===== src/rtl/serial_tx.sv =====
// Parallel-in, serial-out frame transmitter: start bit, LSB-first data,
// optional even parity, one stop bit. All outputs are registered.
module serial_tx #(
  parameter int DATA_WIDTH   = 8,
  parameter int CLKS_PER_BIT = 4,
  parameter int PARITY_EN    = 1
) (
  input  logic                  clock,
  input  logic                  reset,
  input  logic [DATA_WIDTH-1:0] tx_data_in,
  input  logic                  tx_valid_in,
  output logic                  tx_ready_out,
  output logic                  serial_out,
  output logic                  busy_out,
  output logic                  tx_done_out,
  output logic [2:0]            state
);

  // Handshake: a word is taken on a rising edge where tx_valid_in and
  // tx_ready_out are both high; the producer holds valid/data until then.

  typedef enum logic [2:0] {
    IDLE   = 3'd0,
    START  = 3'd1,
    DATA   = 3'd2,
    PARITY = 3'd3,
    STOP   = 3'd4
  } state_t;

  localparam int CW = (CLKS_PER_BIT > 1) ? $clog2(CLKS_PER_BIT) : 1;
  localparam int IW = $clog2(DATA_WIDTH);
  localparam logic [CW-1:0] CNT_LAST = CW'(CLKS_PER_BIT - 1);
  localparam logic [IW-1:0] IDX_LAST = IW'(DATA_WIDTH - 1);

  state_t                cur, nxt;
  logic [CW-1:0]         cnt, cnt_n;
  logic [IW-1:0]         idx, idx_n;
  logic [DATA_WIDTH-1:0] shift, shift_n;
  logic                  par, par_n;
  logic                  serial_n, ready_n, done_n;
  logic                  last;

  assign state = cur;
  assign last  = (cnt == CNT_LAST);

  always_comb begin
    nxt      = cur;
    cnt_n    = cnt;
    idx_n    = idx;
    shift_n  = shift;
    par_n    = par;
    serial_n = serial_out;
    ready_n  = tx_ready_out;
    done_n   = 1'b0;
    case (cur)
      IDLE: begin
        serial_n = 1'b1;
        ready_n  = 1'b1;
        if (tx_valid_in && tx_ready_out) begin
          shift_n  = tx_data_in;
          par_n    = ^tx_data_in;
          nxt      = START;
          cnt_n    = '0;
          serial_n = 1'b0;
          ready_n  = 1'b0;
        end
      end
      START: begin
        if (last) begin
          cnt_n    = '0;
          idx_n    = '0;
          nxt      = DATA;
          serial_n = shift[0];
        end else begin
          cnt_n = cnt + CW'(1);
        end
      end
      DATA: begin
        if (last) begin
          cnt_n = '0;
          if (idx == IDX_LAST) begin
            if (PARITY_EN != 0) begin
              nxt      = PARITY;
              serial_n = par;
            end else begin
              nxt      = STOP;
              serial_n = 1'b1;
            end
          end else begin
            // The next line bit is the one about to land in bit 0.
            idx_n    = idx + IW'(1);
            shift_n  = shift >> 1;
            serial_n = shift[1];
          end
        end else begin
          cnt_n = cnt + CW'(1);
        end
      end
      PARITY: begin
        if (last) begin
          cnt_n    = '0;
          nxt      = STOP;
          serial_n = 1'b1;
        end else begin
          cnt_n = cnt + CW'(1);
        end
      end
      STOP: begin
        if (last) begin
          cnt_n    = '0;
          nxt      = IDLE;
          serial_n = 1'b1;
          ready_n  = 1'b1;
          done_n   = 1'b1;
        end else begin
          cnt_n = cnt + CW'(1);
        end
      end
      default: begin
        nxt      = IDLE;
        cnt_n    = '0;
        serial_n = 1'b1;
        ready_n  = 1'b1;
      end
    endcase
  end

  always_ff @(posedge clock) begin
    if (reset) begin
      cur          <= IDLE;
      cnt          <= '0;
      idx          <= '0;
      shift        <= '0;
      par          <= 1'b0;
      serial_out   <= 1'b1;
      tx_ready_out <= 1'b1;
      busy_out     <= 1'b0;
      tx_done_out  <= 1'b0;
    end else begin
      cur          <= nxt;
      cnt          <= cnt_n;
      idx          <= idx_n;
      shift        <= shift_n;
      par          <= par_n;
      serial_out   <= serial_n;
      tx_ready_out <= ready_n;
      busy_out     <= ~ready_n;
      tx_done_out  <= done_n;
    end
  end

endmodule

===== config.mk =====
export PLATFORM = sky130hd
export DESIGN_NAME = serial_tx
export DESIGN_NICKNAME = d
export VERILOG_FILES = /design/src/rtl/serial_tx.sv
export SDC_FILE = /design/constraint.sdc
export NUM_CORES = 1
export LEC_CHECK = 0
export CAP_MARGIN = 30
export CELL_PAD_IN_SITES_DETAIL_PLACEMENT = 1
export CELL_PAD_IN_SITES_GLOBAL_PLACEMENT = 1
export CORE_UTILIZATION = 40
export DETAILED_ROUTE_END_ITERATION = 12
export HOLD_SLACK_MARGIN = 0.15
export PLACE_DENSITY = 0.9
export REMOVE_ABC_BUFFERS = 1
export SLEW_MARGIN = 5
export SYNTH_ARGS = -nofsm -noshare
export SYNTH_HDL_FRONTEND = slang
export SYNTH_SLANG_ARGS = --single-unit

===== constraint.sdc =====
create_clock -name clock -period 2.2 [get_ports clock]
set_clock_uncertainty 0.15 [all_clocks]
set_input_delay 0.55 -clock clock [delete_from_list [all_inputs] [get_ports clock]]
set_output_delay 0.55 -clock clock [all_outputs]
set_load 0.005 [all_outputs]

==> flow_summary_export.csv <==
group,metric,value,unit
floorplanning,die_height,55.3,µm
route,first_iter_violations,16,
cells_and_area,fillers,301,
cells_and_area,final_cell_mix,"dfxtp_1 (20), clkdlybuf4s50_1 (17), nor2_1 (13)",
setup_path,crit_required,2270,ps
synthesis,async_reset_ff_share,0,%
placement,hpwl,2.05,mm
route,drt-wirelength-per-cell,15.7,µm
floorplanning,core-area,2590,µm²
setup_path,path_max_fanout,15,
cells_and_area,diodes,0,
synthesis,ys_ff_latch,21,
route,vias,957,
global_routing,grt_max_degree,16,
min_path,hold_class,"reg2reg",
clock_tree,cts_tree,"done",
power_and_ir_drop,powerDensity,570,nW/µm²
power_and_ir_drop,p_leak,0.511,nW
floorplanning,dieWidth,55.3,µm
sta,worst_pin_slew,486,ps
sta,finalSetupViolCount,0,
clock_tree,clock-root-buffer,"clkbuf_4",
cells_and_area,syn2layout_area_growth,23.6,%
sta,hold_viol,0,
synthesis,synth_enable_flop_cells,0,
flow_run,maxCapViolations,0,
sta,layout_setup_ws,135,ps
placement,dpl.cell_count,165,
power_and_ir_drop,finalPower,0.000800,W
clock_tree,cts_buffers,3,
synthesis,synth_cell_types,36,
global_routing,grt_usage,19.4,%
clock_tree,cts_sinks,21,
power_and_ir_drop,ir_drop,312,µV
sta,slew_headroom,67.5,%
sta,rsz0062_at_grt,"no",
floorplanning,rows,18,
floorplanning,start_util,43.9,%
cells_and_area,multiInputGateArea,674,µm²
cells_and_area,layout.area.seq,422,µm²
clock_tree,cts_buffer_depth,2,
route,drc,0,
placement,port_buffers,17,
cells_and_area,layout-drive-gt1-share,16.5,%
global_routing,antenna_found_initial,0,
global_routing,grt_pass1_wl,4.78,mm
synthesis,seq_area_frac_synth,37.0,%
run_status,outcome,"finished, final reports clean",
setup_path,crit_arrival,2130,ps
sta,slew_viol_final,0,
placement,pre_cts_slack,-150,ps
clock_tree,insertion_delay,310,ps
sta,max_freq,484,MHz
setup_path,worst_setup_path_end_kind,"flip-flop",
global_routing,grt_pass1_vias,1066,
cells_and_area,final_common_cell,"dfxtp_1",
synthesis,synth_ff_type,"dfxtp_1",
clock_tree,cts_setup_buffers,0,
route,drt_wl_total,2.66,mm
synthesis,synthCells,117,
placement,gp_congestion,0.725,
synthesis,synthesis.area,1140,µm²
sta,fin_crit,2060,ps
setup_path,worstSetupStartpointType,"flip-flop",
cells_and_area,finalNonFillerCells,169,
cells_and_area,nets,154,
synthesis,yosys_warnings,0,
clock_tree,ctsHtreeMaxLevel,1,
floorplanning,die-area,3060,µm²
route,ant_nets,0,
route,routed_via_density,5.66,
sta,fin_crit_sh,93.8,%
setup_path,path_class,"reg2reg",
synthesis,syn-mean-instance-area,9.71,µm²
global_routing,grt_overflow,0,
floorplanning,io-pin-count,18,
clock_tree,clkTransAtPathRegs,110,ps
route,first_pass_iters,4,
## layer usage
layer / track usage [%] / part of all wire [%] / wire length [µm] / vias to the layer above
li1: - / - / - / 470
met1: 22.6 / 44 / 1160 / 461
met2: 35.8 / 53 / 1410 / 21
met3: 3.04 / 2.4 / 64 / 5
met4: 6.43 / 1.0 / 27 / 0
met5: 0 / 0 / 0 / -
## registers in the layout, indices dropped and copies added, names as in the netlist
name          flops
tx_ready_out      1
idx               3
shift             8
cnt               2
serial_out        1
state             3
par               1
busy_out          1
tx_done_out       1
## path summary, 6_finish.rpt
path / start / to / slack (ps) / cells past startpoint
worst max-delay path: idx[0]$_SDFFE_PP0P_ / shift[0]$_SDFFE_PP0P_ / 140 / 7
worst min-delay path: idx[1]$_SDFFE_PP0P_ / idx[1]$_SDFFE_PP0P_ / 330 / 2
worst max register to register: idx[0]$_SDFFE_PP0P_ / shift[0]$_SDFFE_PP0P_ / 140 / 7
worst min register to register: idx[1]$_SDFFE_PP0P_ / idx[1]$_SDFFE_PP0P_ / 330 / 2
## layout make-up
cell class / count / share of cell area (%)
Clock buffer: 3 / 1.60
Clock inverter: 1 / 0.357
Multi-Input combinational cell: 89 / 48.0
Sequential cell: 21 / 30.0
Tap cell: 30 / 2.67
Timing Repair Buffer: 25 / 17.3
## cell families after synthesis
family | count (synthesis) | synth area share (%)
DFF | 21 | 37.0
adders and majority gates | 3 | 3.30
buffers and inverters | 7 | 4.07
xor gates and xnor gates | 8 | 6.17
and+or+nand+nor | 41 | 21.0
AOI/OAI and AO/OA | 27 | 19.4
muxes | 10 | 9.03
## stage by stage
step	util (%)	setup TNS (ps)	hold slack, ps	area, µm²
after global routing	54.2	0	344	1400
final	54.2	0	326	1400
after floorplan	-	0	280	1090
after detailed placement	52.9	-654	307	1370
after global placement	52.9	-108	296	1370
after CTS	54.0	0	331	1400
## timing repair
item / CTS / global route
hold buffers: 0 / 0
resized for setup: 1 / 1
pin swaps: 0 / 0
endpoints found under the setup margin: 1 / 1
## worst max-delay path: stages, from the launching register on
cell	delay (ps)
dfxtp_1	350
ha_1	210
ha_1	240
nand2b_1	190
a2111oi_4	380
buf_12	190
nor2_1	60
a211oi_2	220
## synth_stat cells (all sizes together) (2+ instances only)
library cell  number  share of area, %
nor2              13               4.3
a21oi              6               2.6
mux2               2               2.0
nand3              2              0.88
nand2b             4               2.2
buf                4               3.1
o22ai              2               1.1
dfxtp             21                37
ha                 3               3.3
a211oi             9               7.3
nor2b              3               1.7
o2111ai            2               1.5
nor3b              2               2.2
nand3b             3               3.1
clkbuf             3              0.99
nand2              8               2.6
mux2i              8               7.0
o21ai              3               1.3
xnor2              7               5.4
## report_power, final
group          switching (W)  total [W]  internal, W
logic              0.0000815   0.000182     0.000101
registers          0.0000191   0.000426     0.000406
clock network       0.000124   0.000192    0.0000679
total               0.000224   0.000800     0.000575
(Power assumes the default switching activity.)
